<file path="src/rtl/serv_rf_ram_if_w.sv">
// serv_rf_ram_if_w
//   Bridges the SERV core's W-bit-per-cycle serial register-file ports (two
//   read, two write) onto a single synchronous 1R1W RAM of `width`-bit words.
//   An optional hardwired-zero x0 means the RAM needs no initialisation.
// Ports:
//   i_clk, i_rst               clock, synchronous active-high reset
//   i_wreq, i_rreq             write / read sequence request pulses
//   o_ready                    grant back to the core
//   i_wreg*, i_wen*, i_wdata*  serial write ports 0 and 1 (LSB group first)
//   i_rreg*, o_rdata*          serial read ports 0 and 1 (LSB group first)
//   o_waddr, o_wdata, o_wen    RAM write port
//   o_raddr, i_rdata           RAM read port, data one cycle after address
module serv_rf_ram_if_w #(
  parameter int    W              = 1,
  parameter int    width          = 8,
  parameter int    csr_regs       = 4,
  parameter string reset_strategy = "MINI",
  parameter bit    zero_x0        = 1'b1,
  parameter int    depth          = (32 + csr_regs) * 32 / width,
  parameter int    RW             = $clog2(32 + csr_regs),
  parameter int    AW             = $clog2(depth)
) (
  input  logic             i_clk,
  input  logic             i_rst,
  input  logic             i_wreq,
  input  logic             i_rreq,
  output logic             o_ready,
  input  logic [RW-1:0]    i_wreg0,
  input  logic [RW-1:0]    i_wreg1,
  input  logic             i_wen0,
  input  logic             i_wen1,
  input  logic [W-1:0]     i_wdata0,
  input  logic [W-1:0]     i_wdata1,
  input  logic [RW-1:0]    i_rreg0,
  input  logic [RW-1:0]    i_rreg1,
  output logic [W-1:0]     o_rdata0,
  output logic [W-1:0]     o_rdata1,
  output logic [AW-1:0]    o_waddr,
  output logic [width-1:0] o_wdata,
  output logic             o_wen,
  output logic [AW-1:0]    o_raddr,
  input  logic [width-1:0] i_rdata
);

  localparam int              L2WD     = $clog2(width);
  localparam int              L2W      = $clog2(W);
  localparam int              GW       = L2WD - L2W;
  localparam bit              RST_EN   = (reset_strategy != "NONE");
  localparam logic [4:0]      STEP     = 5'(W);
  localparam logic [4:0]      LAST     = 5'(32 - W);
  localparam logic [GW-1:0]   GRP_ONE  = GW'(1);
  localparam logic [GW-1:0]   GRP_LAST = {GW{1'b1}};

  logic [4:0]         cnt_q, cnt_d;
  logic               rreq_q, rreq_d, rgnt_q, rgnt_d;
  logic               wact_q, wact_d, wtrig1_q, wtrig1_d, wen1_q, wen1_d;
  logic               rtrig1_q, zr0_q, zr0_d, zr1_q, zr1_d;
  logic [width-W-1:0] wdata0_q, wdata0_d;
  logic [width-1:0]   wdata1_q, wdata1_d;
  logic [width-1:0]   rdata0_q, rdata0_d;
  logic [width-W-1:0] rdata1_q, rdata1_d;

  logic [GW-1:0]      grp_s;
  logic               rissue0_s, rtrig0_s, wtrig0_s, wlast_s, wnz0_s, wnz1_s;
  logic [width-1:0]   wword0_s, rshift1_s;
  logic [RW-1:0]      rreg_s, wreg_s;

  // Position of the current group inside its RAM word.
  assign grp_s     = cnt_q[L2WD-1:L2W];
  // Group 0 issues the port-0 read, group 1 the port-1 read (G >= 2).
  assign rissue0_s = (grp_s == '0);
  assign rtrig0_s  = (grp_s == GRP_ONE);
  // Port-0 word is complete while its last group is on the input.
  assign wtrig0_s  = wact_q & (grp_s == GRP_LAST);
  assign wlast_s   = wact_q & (cnt_q == LAST);
  assign wnz0_s    = ~(zero_x0 & (i_wreg0 == '0));
  assign wnz1_s    = ~(zero_x0 & (i_wreg1 == '0));
  assign wword0_s  = {i_wdata0, wdata0_q};
  assign rshift1_s = {{W{1'b0}}, rdata1_q};
  assign rreg_s    = rtrig0_s ? i_rreg1 : i_rreg0;
  assign wreg_s    = wtrig1_q ? i_wreg1 : i_wreg0;

  // Next state for the handshake, counter and serial datapath.
  always_comb begin
    cnt_d    = cnt_q + STEP;
    rreq_d   = i_rreq & ~i_wreq;
    rgnt_d   = rreq_q;
    wact_d   = wact_q;
    wtrig1_d = wtrig0_s;
    wen1_d   = wen1_q;
    zr0_d    = zr0_q;
    zr1_d    = zr1_q;
    rdata0_d = {{W{1'b0}}, rdata0_q[width-1:W]};
    rdata1_d = rshift1_s[width-1:W];
    wdata0_d = wword0_s[width-1:W];
    wdata1_d = {i_wdata1, wdata1_q[width-1:W]};

    if (i_wreq || i_rreq) begin
      cnt_d = 5'd0;
    end else begin
      cnt_d = cnt_q + STEP;
    end

    if (i_wreq) begin
      wact_d = 1'b1;
    end else if (wlast_s) begin
      wact_d = 1'b0;
    end else begin
      wact_d = wact_q;
    end

    // Port-1 enable is captured with the port-0 write and dropped once used.
    if (wtrig0_s) begin
      wen1_d = i_wen1;
    end else if (wtrig1_q) begin
      wen1_d = 1'b0;
    end else begin
      wen1_d = wen1_q;
    end

    // x0 decision is taken while the address is issued.
    if (rissue0_s) begin
      zr0_d = zero_x0 & (i_rreg0 == '0);
    end else begin
      zr0_d = zr0_q;
    end
    if (rtrig0_s) begin
      zr1_d = zero_x0 & (i_rreg1 == '0);
    end else begin
      zr1_d = zr1_q;
    end

    if (rtrig0_s) begin
      rdata0_d = zr0_q ? '0 : i_rdata;
    end else begin
      rdata0_d = {{W{1'b0}}, rdata0_q[width-1:W]};
    end
    // Port-1 group 0 bypasses the shift register, so only the rest is kept.
    if (rtrig1_q) begin
      rdata1_d = zr1_q ? '0 : i_rdata[width-1:W];
    end else begin
      rdata1_d = rshift1_s[width-1:W];
    end
  end

  // Handshake and write-phase state; the only state that is reset.
  always_ff @(posedge i_clk) begin
    if (i_rst && RST_EN) begin
      rreq_q   <= 1'b0;
      rgnt_q   <= 1'b0;
      wact_q   <= 1'b0;
      wtrig1_q <= 1'b0;
      wen1_q   <= 1'b0;
    end else begin
      rreq_q   <= rreq_d;
      rgnt_q   <= rgnt_d;
      wact_q   <= wact_d;
      wtrig1_q <= wtrig1_d;
      wen1_q   <= wen1_d;
    end
  end

  // Counter and serial datapath registers, never reset.
  always_ff @(posedge i_clk) begin
    cnt_q    <= cnt_d;
    rtrig1_q <= rtrig0_s;
    zr0_q    <= zr0_d;
    zr1_q    <= zr1_d;
    rdata0_q <= rdata0_d;
    rdata1_q <= rdata1_d;
    wdata0_q <= wdata0_d;
    wdata1_q <= wdata1_d;
  end

  generate
    if (width == 32) begin : g_addr_reg
      assign o_raddr = rreg_s;
      assign o_waddr = wreg_s;
    end else begin : g_addr_word
      localparam int JW = 5 - L2WD;
      logic [JW-1:0] wj1_q, wj1_d;
      // Port-1 writes one cycle later, after the counter has moved on a word.
      always_comb begin
        if (wtrig0_s) begin
          wj1_d = cnt_q[4:L2WD];
        end else begin
          wj1_d = wj1_q;
        end
      end
      // Word index of the pending port-1 write.
      always_ff @(posedge i_clk) begin
        wj1_q <= wj1_d;
      end
      assign o_raddr = {rreg_s, cnt_q[4:L2WD]};
      assign o_waddr = {wreg_s, (wtrig1_q ? wj1_q : cnt_q[4:L2WD])};
    end
  endgenerate

  assign o_ready  = rgnt_q | i_wreq;
  assign o_rdata0 = rdata0_q[W-1:0];
  assign o_rdata1 = rtrig1_q ? (zr1_q ? '0 : i_rdata[W-1:0]) : rdata1_q[W-1:0];
  assign o_wdata  = wtrig1_q ? wdata1_q : wword0_s;
  assign o_wen    = (wtrig0_s & i_wen0 & wnz0_s) | (wtrig1_q & wen1_q & wnz1_s);

endmodule

</file>
<file path="config.mk">
export PLATFORM = sky130hd
export DESIGN_NAME = serv_rf_ram_if_w
export DESIGN_NICKNAME = d
export VERILOG_FILES = /design/src/rtl/serv_rf_ram_if_w.sv
export SDC_FILE = /design/constraint.sdc
export NUM_CORES = 1
export LEC_CHECK = 0
export BUFFER_PORTS_ARGS = -buffer_cell sky130_fd_sc_hd__buf_2
export CORE_UTILIZATION = 49
export CTS_CLUSTER_SIZE = 25
export DETAILED_ROUTE_END_ITERATION = 12
export HOLD_SLACK_MARGIN = 0.12
export PLACE_DENSITY = 0.81
export SETUP_SLACK_MARGIN = 0.15
export SLEW_MARGIN = 25
export SYNTH_ARGS = -nofsm -noshare
export SYNTH_HDL_FRONTEND = slang
export SYNTH_SLANG_ARGS = --single-unit
</file>
<file path="constraint.sdc">
create_clock -name i_clk -period 2.1 [get_ports i_clk]
set_input_delay 0.21 -clock i_clk [delete_from_list [all_inputs] [get_ports i_clk]]
set_output_delay 0.21 -clock i_clk [all_outputs]
set_load 0.05 [all_outputs]
</file>
== After elaboration in Yosys (flattened, before gate mapping) ==
Index checks and enable logic that the tools add are counted.
Operators by class
  $add $sub $neg: 1
  eq/ne operators: 3
  muxes and demuxes: 14
  bitwise operators: 14
  reduce and logical (&&, ||, !) cells: 10
Operator list (number)
  zero test 6 bit: 4
  two-way mux 6 bit: 4
  two-way mux 7 bit: 2
  two-way mux 8 bit: 1
  AND 1 bit: 7
  two-way mux 1 bit: 6
  adder 5 x 1 -> 5 bit, second input constant: 1
  equality test 5 bit, second input constant: 1
  NOT 1 bit: 5
  nonzero test 2 bit: 2
  OR reduction 2 bit: 2
  equality test 3 x 1 -> 1 bit, second input constant: 1
  equality test 3 bit, second input constant: 1
  zero test 3 bit: 1
  two-way mux 2 bit: 1
  OR 1 bit: 2
  logical OR 1 bit: 1
Word-level totals
  flip-flop bits (word level): 45
  input bits: 40
  output and inout port bits: 28
  word-level logic and storage cells: 58

== Logic depth before layout (Yosys ltp) ==
Gate-level depths: netlist of the first run.
  depth in word-level cells: 5
  mapped depth: 6
  gate-level depth less buffers: 6

== Least setup slack after synthesis of the first run ==
Ideal clock, no wire load.
  kind: reg2out
  start: register rtrig1_q
  end: output port o_rdata1
  arrival: 1.554 ns
  slack: 0.336 ns
  stages on the path, launching flop included: 3
  path buffers: 1
  path through: dfxtp_1 > clkbuf_1 > o21ai_0
On the way
  word-level cells in the longest chain between the ends: 1
RTL lines
  start, declared: line 57  | logic rtrig1_q, zr0_q, zr0_d, zr1_q, zr1_d;
  start signal, assigned: line 166  | rtrig1_q <= rtrig0_s;
  two-way mux 1 bit: line 201  | assign o_rdata1 = rtrig1_q ? (zr1_q ? '0 : i_rdata[W-1:0]) : rdata1_q[W-1:0];
  end, declared: line 37  | output logic [W-1:0] o_rdata1,
Every way passes these cells.

== Worst setup path after layout of the first run ==
  start: register cnt_q[1]
  end: output port o_raddr[5]
On the way
  word-level cells in the longest chain between the ends: 2
RTL lines
  start, declared: line 54  | logic [4:0] cnt_q, cnt_d;
  start signal, assigned: line 165  | cnt_q <= cnt_d;
  equality test 3 x 1 -> 1 bit: line 72  | assign rtrig0_s = (grp_s == GRP_ONE);
  two-way mux 6 bit: line 80  | assign rreg_s = rtrig0_s ? i_rreg1 : i_rreg0;
  end, declared: line 41  | output logic [AW-1:0] o_raddr,
Every way passes these cells.

==> results.md, run 1 <==
* CTS sink count at 45
* Count leader, synth: dfxtp_1
* Setup violations, final at 0
* Layout cells sized above 1 at 42.11%
* Layout Nets at a little under 300
* RSZ-0062 raised after global routing: false
* Largest family of logic cells by synthesized area: simple AND/OR/NAND/NOR gates
* Leakage power at around 1.1 nW
* Root Buffer: clkbuf_4
* Number of flops mapped to enable cells by yosys at 4
* Int Power at 1.313 mW
* Minimum clock period after layout at about 1.9 ns
* Final period util at about 90%
* Total number of vias at between 1000 and 1500
* DR pass1 iterations at 4
* R2R Setup Slk at between 0.6 and 0.7 ns
* Pin count of the biggest net entering global routing at 17
* Antenna viol nets, final at 0
* Status: complete, no violations
* Vias/cell at 4.843
* Syn. warnings at 0
* Htree depth at 2
* Fmax at 531.0 MHz
* Clk_lat worst skew at 0.35 ns
* Fraction of the mapped netlist area in compound gates at under 10%
* ANT cells at 0
* Placer Congestion at ~0.67
* Post-Synth Adder-Cell Area at ~3.7%
* Post-synthesis instance total at between 150 and 200
* Grt ovf at 0
* Hold Fails Final Rpt at 0
* Post-synth top cells: dfxtp_1, mux2_2, o21ai_0
* Unique masters post-synth at 25
* Worst Path Required at roughly 1.9 ns
* First-pass GRT wire length at slightly above 5000 um
* Clk pwr share at 31.2%
* Die width at 61.08 um
* PwrDens at ~760 nW/um^2
* Top_reg_cell synth: dfxtp_1
* Initial antenna violation count at 0
* Final Non-Filler Cells at between 200 and 300
* Die Y-Extent at 61.08 um
* CP Max Fanout at 8
* Comb power frac at between 10% and 20%
* Synth async-reset ratio at 0%
* Design area at about 2400 um^2
* Placed cell area at about 2100 um^2
* Switching Fraction at between 20% and 30%
* Max-Cap Viols at 0
* Post-synthesis mux area share at 14.48%
* Post-synthesis register bit count at 45
* CTS tree: done
* Post-Synth XOR/XNOR Area at less than 1%
* Seq/Total Area, Yosys at 55.01%
* Gr usage total at between 10% and 20%
* Post-synth net total at 205
* Number of global-route vias before repair at roughly 1200
* Synth Area in Simple Gates at ~16%
* DP Wirelength at approximately 2500 um
* Clk buf depth at 2
* Site Rows at 21
* Net Switching at roughly 0.47 mW
* Yosys top cell area share at around 48%
* Num CTS Buffers at 5
* Worst vdd ir at 0.4894 mV
* DRC at 0
* Core Area at roughly 3300 um^2
* I/O pins at ~70
* Port-buffer cells at 67
* Clock slew at reported path FFs at around 0.12 ns
* Total wire length at about 3500 um
* Slew Limit Fails at 0
* Die ar. at roughly 3700 um^2
* Synth top area cells: dfxtp_1, mux2_2, edfxtp_1
* Worst hold path class: input port to flop
* Hold-critical path depth at 2
* CP Class: flop to output port
* Dominant cell type by area after synthesis: dfxtp_1
* Initial Utilization at approximately half
* Initial DRC Count at 52
* Sum Neg Setup Slack at 0 ns
* Mapped cell area at 1710 um^2
* Routed wire per std cell at 11.84 um
* Slew margin rel. at 82.94%
* Seq pwr share at between 50% and 60%
* Avg Inst Size Synth at around 11 um^2
* Crit. End Element: output port
* Tightest Pin Transition at approximately 0.26 ns
* Final Skew at 0.005727 ns
* CP Data Arrival Time at approximately 1.7 ns
* Critical path launch point type: flop
* P&R area growth vs syn at 37.75%
* Power Total at between 1.5 and 2 mW
* Worst-case reg-to-reg path depth at 4
* Placed Cells incl. Taps at 268
## cells by family (layout without fill, tap and decap cells)
| logic type | count (synthesis) | count (layout) |
|---|---|---|
| AND/OR/NAND/NOR | 50 | 50 |
| flip-flops | 45 | 45 |
| multiplexers | 22 | 22 |
| buffers and inverters | 19 | 106 |
| AO/OA/AOI/OAI | 18 | 18 |
| adder cells (fa/ha/maj) | 5 | 5 |
| XOR/XNOR | 1 | 1 |
## power groups by stage
stage,combinational [mW],clock [mW],sequential (mW)
after floorplan,0.173,0,0.961
after global placement,0.259,0,0.956
after detailed placement,0.264,0,0.959
after CTS,0.285,0.571,0.939
after global routing,0.312,0.622,0.948
final,0.289,0.556,0.940
## final cells by class
class | instances | area [um^2]
clock buffer | 6 | 51.30
inverter | 12 | 45.04
tap | 46 | 57.56
clock inverter | 2 | 36.28
multi-input combinational | 96 | 696.9
timing repair buffer | 86 | 525.5
sequential | 45 | 943.4
fill | 274 | 980.9
## cells in the final DEF, fill, tap and decap left out
cell            n
nor2b_1         2
o21ai_0        14
o21ai_1         1
and2_1          4
ha_1            5
dfxtp_2         2
nor2b_2         1
dfxtp_1        39
clkbuf_4        6
a21oi_1         2
inv_1          12
xor2_1          1
nor3_1          5
buf_2          65
inv_4           1
or2_2           1
buf_4           3
nand3b_1        3
dlygate4sd3_1  17
nand2_1        13
nand2b_4        1
and3_1          1
edfxtp_1        4
or4_1           4
nand2b_1        7
nor3b_1         2
mux2_2         22
o311ai_1        1
clkbuf_8        1
nand3_1         3
bufinv_16       1
nor2_1          3
## critical path: stages (launching register included)
cell and delay (ns):
dfxtp_2 0.37, inv_1 0.06, ha_1 0.21, nand2b_4 0.13, mux2_2 0.35, buf_2 0.21
## registers in the layout, summed over array words and instances, names as in the netlist, 2 cells and up
register           flops
cnt_q                  5
g_addr_word.wj1_q      2
rdata0_q               8
rdata1_q               7
wdata0_q               7
wdata1_q               8
## final timing paths
| kind | from | endpoint |
|---|---|---|
| max | cnt_q[1] | o_raddr[5] |
| min | i_rreg1[3] | zr1_q |
| max reg2reg | cnt_q[2] | cnt_q[3] |
| min reg2reg | wdata1_q[4] | wdata1_q[3] |
## stage by stage
| step | worst slack (ns) | utilization, % | hold slack (ns) |
|---|---|---|---|
| after floorplan | 0.3365 | - | 0.2377 |
| after global placement | 0.5055 | 62.35 | 0.3139 |
| after CTS | 0.1510 | 69.55 | 0.1277 |
| final | 0.2169 | 70.60 | 0.1450 |
| after detailed placement | 0.4534 | 62.35 | 0.3147 |
| after global routing | 0.1438 | 70.60 | 0.1240 |
## repair_timing
| item | in CTS | in global routing |
|---|---|---|
| resized for setup | 1 | 7 |
| pin swaps | 0 | 0 |
| cloned | 0 | 0 |
| hold buffers | 15 | 2 |
| endpoints found under the setup margin | 6 | 8 |
| hold endpoints to repair | 23 | 2 |
| setup buffers | 0 | 0 |
## routing by layer
metal	wire length (um)	GRT usage (%)
met5	0	0
met1	1411	21.90
met4	80	8.766
met3	164	7.563
met2	1812	31.83
No activity file was read; power rests on OpenSTA's default activity.
==> run 2, diff against run 1 <==
--- a/config.mk
+++ b/config.mk
@@ -11,6 +11,7 @@
 export DETAILED_ROUTE_END_ITERATION = 12
 export HOLD_SLACK_MARGIN = 0.12
 export PLACE_DENSITY = 0.81
+export REMOVE_ABC_BUFFERS = 1
 export SETUP_SLACK_MARGIN = 0.15
 export SLEW_MARGIN = 25
 export SYNTH_ARGS = -nofsm -noshare
==> run 2 against run 1 <==
Effect of this change: total power fell by 7.1%; wire length grew 0.12%; register-to-register slack gained 0.20 ns; sequential power hardly changed; cell area down 2.1%; first-iteration DRC count shrank 19%; clock skew rose by 0.0073 ns; utilization fell by 1.5 points; die area stayed put; sequential cell count stayed put; critical path type unchanged; critical endpoint is now o_wen; highest routed layer unchanged.
==> results.md, run 2 (same netlist as run 1, synthesis figures left out) <==
* Status: complete, no violations (unchanged)
* CTS tree: done (unchanged)
* R2R Setup Slk at 0.84 ns (was 0.64 ns)
* Seq pwr share at 56.5% (was 52.6%)
* Commonest non-fill, non-tap cell in the layout: buf_2 (unchanged)
* Critical path launch point type: flop (unchanged)
* DR pass1 iterations at 4 (unchanged)
* Hold-critical path depth at 3 (was 2)
* Layout Nets at 289 (was 291)
* Clk pwr share at 25.9% (was 31.2%)
* I/O pins at 68 (unchanged)
* Worst hold endpoint: rdata0_q[0] (was zr1_q)
* Initial antenna violation count at 0 (unchanged)
* Die ar. at 3731 um^2 (unchanged)
* Int Power at 1.194 mW (was 1.313 mW)
* Worst vdd ir at 0.6022 mV (was 0.4894 mV)
* Top flop regs: rdata0_q (8), wdata1_q (8) (unchanged)
* Hold Worst Slack at 0.1255 ns (was 0.1450 ns)
* First-pass GRT wire length at 5057 um (unchanged)
* Core Area at 3337 um^2 (unchanged)
* Hold_sp: i_rdata[0] (was i_rreg1[3])
* Slew Limit Fails at 0 (unchanged)
* Gr usage total at 19.15% (was 19.23%)
* Port-buffer cells at 67 (unchanged)
* DRC at 0 (unchanged)
* Worst-case reg-to-reg path depth at 4 (unchanged)
* Hold Fails Final Rpt at 0 (unchanged)
* Clk_lat worst skew at 0.35 ns (about the same)
* Total number of vias at 1392 (was 1419)
* Total wire length at 3473 um (was 3469 um)
* Reg2reg end: g_addr_word.wj1_q[0] (was cnt_q[3])
* Routed wire per std cell at 11.93 um (was 11.84 um)
* Most frequent cells in the layout: buf_2, dfxtp_1, mux2_2 (unchanged)
* Final period util at 88.39% (was 89.67%)
* Site Rows at 21 (unchanged)
* Clock slew at reported path FFs at 0.13 ns (was 0.12 ns)
* Layout cells sized above 1 at 42.45% (was 42.11%)
* Comb power frac at 17.7% (was 16.2%)
* Layout fillers at 282 (was 274)
* Grt ovf at 0 (unchanged)
* Clk buf depth at 2 (unchanged)
* Worst R2R Start: cnt_q[0] (was cnt_q[2])
* Slew margin rel. at 82.93% (was 82.94%)
* ANT cells at 0 (unchanged)
* Die Y-Extent at 61.08 um (unchanged)
* CTS sink count at 45 (unchanged)
* Initial DRC Count at 42 (was 52)
* Tightest Pin Transition at 0.2578 ns (was 0.2555 ns)
* Placer Congestion at 0.7152 (was 0.6700)
* Worst Path Required at 1.89 ns (about the same)
* RSZ-0062 raised after global routing: true (was false)
* Leakage power at 1.055 nW (was 1.077 nW)
* Num CTS Buffers at 5 (unchanged)
* Htree depth at 2 (unchanged)
* CP Data Arrival Time at 1.65 ns (was 1.67 ns)
* Pin count of the biggest net entering global routing at 17 (unchanged)
* Net Switching at 0.4643 mW (was 0.4719 mW)
* Post CTS Setup Buffer Count at 0 (unchanged)
* Initial Utilization at 51.26% (unchanged)
* CP Max Fanout at 5 (was 8)
* Worst hold path class: input port to flop (unchanged)
* Setup violations, final at 0 (unchanged)
* Final Skew at 0.01305 ns (was 0.005727 ns)
* PwrDens at 718.6 nW/um^2 (was 757.8 nW/um^2)
* Sum Neg Setup Slack at 0 ns (unchanged)
* Die width at 61.08 um (unchanged)
* DP Wirelength at 2393 um (was 2496 um)
* Root Buffer: clkbuf_4 (unchanged)
* Vias/cell at 4.784 (was 4.843)
* Number of global-route vias before repair at 1241 (was 1237)
* Fmax at 538.8 MHz (was 531.0 MHz)
* Max-Cap Viols at 0 (unchanged)
* Crit. End Element: output port (unchanged)
* Switching Fraction at 28.01% (was 26.43%)
* P&R area growth vs syn at 34.89% (was 37.75%)
* CP Class: flop to output port (unchanged)
* Antenna viol nets, final at 0 (unchanged)
* Minimum clock period after layout at 1.856 ns (was 1.883 ns)
run 2: stage by stage:
step	util, %	std cells	worst slack, ns	cell area (um^2)	total power [mW]
4_1_cts	68.69	291	0.1748	2292	1.666
2_1_floorplan	-	153	0.3958	1673	1.132
6_report	69.14	291	0.2439	2307	1.658
3_3_place_gp	62.58	269	0.5356	2088	1.216
5_1_grt	69.14	291	0.1086	2307	1.737
3_5_place_dp	62.58	269	0.4818	2088	1.223
run 2: what timing repair did:
item                                    CTS  global route
pin swaps                                 0             0
endpoints found under the hold margin    19             0
endpoints found under the setup margin    6             8
cloned                                    0             0
gates resized for setup                   1             6
hold buffers                             14             0
run 2: layout make-up:
type                            instances  area (um^2)  area share (%)
Clock buffer                            7        55.05           2.386
Clock inverter                          1        6.256          0.2712
Inverter                               12        45.04           1.952
Multi-Input combinational cell         96        696.9           30.21
Sequential cell                        45        943.4           40.89
Tap cell                               46        57.56           2.495
Timing Repair Buffer                   84        503.0           21.80
run 2: worst max-delay path, cell delays in order (launching register included):
cell	delay, ns
dfxtp_2	0.40
ha_1	0.18
ha_1	0.20
nand3_1	0.12
o21ai_1	0.15
clkbuf_4	0.25
run 2: power groups by stage:
| stage | combinational [mW] | clock, mW | sequential [mW] |
|---|---|---|---|
| global placement | 0.263 | 0 | 0.953 |
| floorplan | 0.169 | 0 | 0.963 |
| global route | 0.316 | 0.477 | 0.944 |
| detailed placement | 0.267 | 0 | 0.956 |
| CTS | 0.288 | 0.441 | 0.936 |
| finish | 0.293 | 0.429 | 0.937 |
run 2: worst max-delay path by stage:
stage / start / end / slack [ns] / cells past startpoint
after global routing: cnt_q[0] / o_wen / 0.11 / 5
after CTS: cnt_q[0] / o_wen / 0.17 / 5
after detailed placement: cnt_q[1] / o_raddr[6] / 0.48 / 5
final: cnt_q[0] / o_wen / 0.24 / 5
after global placement: cnt_q[1] / o_raddr[3] / 0.54 / 5
after floorplan: cnt_q[0] / o_wen / 0.40 / 4
run 2: metal layers:
metal / vias up / track usage [%] / wire length (um)
met1: 630 / 20.86 / 1415
met4: 0 / 7.792 / 53
met2: 48 / 34.16 / 1798
li1: 706 / - / -
met5: - / 0 / 0
met3: 8 / 6.303 / 205
==> run 3, diff against run 2 <==
--- a/config.mk
+++ b/config.mk
@@ -6,11 +6,13 @@
 export NUM_CORES = 1
 export LEC_CHECK = 0
 export BUFFER_PORTS_ARGS = -buffer_cell sky130_fd_sc_hd__buf_2
-export CORE_UTILIZATION = 49
+export CELL_PAD_IN_SITES_DETAIL_PLACEMENT = 1
+export CELL_PAD_IN_SITES_GLOBAL_PLACEMENT = 1
+export CORE_UTILIZATION = 38
 export CTS_CLUSTER_SIZE = 25
 export DETAILED_ROUTE_END_ITERATION = 12
 export HOLD_SLACK_MARGIN = 0.12
-export PLACE_DENSITY = 0.81
+export PLACE_DENSITY_LB_ADDON = 0.1
 export REMOVE_ABC_BUFFERS = 1
 export SETUP_SLACK_MARGIN = 0.15
 export SLEW_MARGIN = 25
==> run 3 against run 2 <==
Effect of this change: count of clock-buffer cells in the layout is the same; maximum frequency decreased by 1.4%; sequential power about the same.
==> results.md, run 3 (same netlist as run 1, synthesis figures left out) <==
* Pin count of the biggest net entering global routing at 17 (unchanged)
* Num CTS Buffers at 5 (unchanged)
* Clk_lat worst skew at 0.29 ns (was 0.35 ns)
* Leakage power at 1.036 nW (was 1.055 nW)
* Port-buffer cells at 67 (unchanged)
* Hold-critical path depth at 3 (unchanged)
* Die width at 69.09 um (was 61.08 um)
* Core Area at 4354 um^2 (was 3337 um^2)
* Site Rows at 24 (was 21)
* CTS tree: done (unchanged)
* Top flop regs: rdata0_q (8), wdata1_q (8) (unchanged)
* Placed cell area at 2096 um^2 (was 2088 um^2)
* Clk buf depth at 2 (unchanged)
* Layout fillers at 507 (was 282)
* Initial antenna violation count at 0 (unchanged)
* Initial DRC Count at 31 (was 42)
* CP Data Arrival Time at 1.67 ns (was 1.65 ns)
* Placer Congestion at 0.7368 (was 0.7152)
* Worst Path Required at 1.89 ns (about the same)
* Hold Fails Final Rpt at 0 (unchanged)
* Worst-case reg-to-reg path depth at 4 (unchanged)
* Clock slew at reported path FFs at 0.08 ns (was 0.13 ns)
* Fmax at 531.3 MHz (was 538.8 MHz)
* Final Skew at 0.003168 ns (was 0.01305 ns)
* Htree depth at 2 (unchanged)
* I/O pins at 68 (unchanged)
* Number of global-route vias before repair at 1522 (was 1241)
* DR pass1 iterations at 4 (unchanged)
* Worst hold endpoint: rdata1_q[2] (was rdata0_q[0])
* Slew Limit Fails at 0 (unchanged)
* Slew margin rel. at 83.45% (was 82.93%)
* Max-Cap Viols at 0 (unchanged)
* Layout Nets at 278 (was 289)
* Commonest non-fill, non-tap cell in the layout: buf_2 (unchanged)
* Status: complete, no violations (unchanged)
* RSZ-0062 raised after global routing: false (was true)
* Tightest Pin Transition at 0.2445 ns (was 0.2578 ns)
* CTS sink count at 45 (unchanged)
* Design area at 2258 um^2 (was 2307 um^2)
* First-pass GRT wire length at 6492 um (was 5057 um)
* Worst hold path class: input port to flop (unchanged)
* DRC at 0 (unchanged)
* P&R area growth vs syn at 32.04% (was 34.89%)
* R2R Setup Slk at 0.77 ns (was 0.84 ns)
* DP Wirelength at 3018 um (was 2393 um)
* ANT cells at 0 (unchanged)
* Crit. End Element: output port (unchanged)
* Vias/cell at 4.734 (was 4.784)
* Hold_sp: i_rdata[3] (was i_rdata[0])
* Initial Utilization at 39.28% (was 51.26%)
* Root Buffer: clkbuf_8 (was clkbuf_4)
* Total number of vias at 1354 (was 1392)
* Final period util at 89.63% (was 88.39%)
* CP Class: flop to output port (unchanged)
* CP Max Fanout at 5 (unchanged)
* Layout cells sized above 1 at 44.02% (was 42.45%)
* Grt ovf at 0 (unchanged)
* Worst vdd ir at 0.3503 mV (was 0.6022 mV)
* Most frequent cells in the layout: buf_2, dfxtp_1, mux2_2 (unchanged)
* Worst R2R Start: cnt_q[0] (unchanged)
* PwrDens at 826.8 nW/um^2 (was 718.6 nW/um^2)
* Gr usage total at 16.96% (was 19.15%)
* Sum Neg Setup Slack at 0 ns (unchanged)
* Die ar. at 4773 um^2 (was 3731 um^2)
* Antenna viol nets, final at 0 (unchanged)
* Setup violations, final at 0 (unchanged)
* Total wire length at 3771 um (was 3473 um)
* Reg2reg end: g_addr_word.wj1_q[0] (unchanged)
* Die Y-Extent at 69.09 um (was 61.08 um)
* Routed wire per std cell at 13.19 um (was 11.93 um)
* Critical path launch point type: flop (unchanged)
* Minimum clock period after layout at 1.882 ns (was 1.856 ns)
==> run 3: power by group <==
part	internal (mW)	switching [mW]	total (mW)
Clock	0.377	0.279	0.656
Sequential	0.917	0.0217	0.938
Combinational	0.0958	0.177	0.273
Total	1.39	0.478	1.87
==> run 3: worst max path at each step <==
stage               slack, ns  cells past startpoint      from         end
floorplan                0.40                      4  cnt_q[0]       o_wen
global placement         0.54                      5  cnt_q[1]  o_raddr[4]
detailed placement       0.46                      5  cnt_q[1]  o_raddr[4]
CTS                      0.22                      3  wtrig1_q  o_waddr[0]
global route             0.16                      5  cnt_q[0]       o_wen
finish                   0.22                      5  cnt_q[0]       o_wen
==> run 3: critical path, stage by stage, from the launching register on <==
cell and delay, ns:
dfxtp_1 0.42, ha_1 0.21, ha_1 0.22, nand3_1 0.10, o21ai_1 0.14, buf_2 0.29
==> run 3: layout make-up <==
type,count,area [um^2],area share (%)
Clock inverter,1,5.005,0.2216
Timing Repair Buffer,73,387.9,17.17
Tap cell,52,65.06,2.881
Clock buffer,7,118.9,5.263
Inverter,12,45.04,1.994
Sequential cell,45,942.2,41.72
Multi-Input combinational cell,96,694.4,30.75
==> run 3: repair_timing <==
item / in CTS / in global routing
hold buffers: 2 / 1
endpoints found under the setup margin: 2 / 6
buffers inserted: 0 / 0
gates cloned: 0 / 0
hold endpoints to repair: 2 / 1
gates resized for setup: 1 / 2
==> run 3: metrics by stage <==
step                hold slack [ns]  power, mW  instances  util [%]  worst slack (ns)
global route                 0.1334      1.968        286     51.87            0.1609
finish                       0.1385      1.867        286     51.87            0.2179
global placement             0.3147      1.214        275     48.13            0.5368
floorplan                    0.2377      1.132        153         -            0.3958
detailed placement           0.3209      1.229        275     48.13            0.4625
CTS                          0.1203      1.897        285     51.49            0.2186
==> run 3: routing by layer <==
metal	up-vias	share of wire, %	global-route usage, %	wire (um)
met5	-	0	0	0
met4	0	0.64	7.483	24
met3	4	3.3	3.801	125
met2	30	58	33.44	2172
met1	636	38	16.44	1448
li1	684	-	-	-
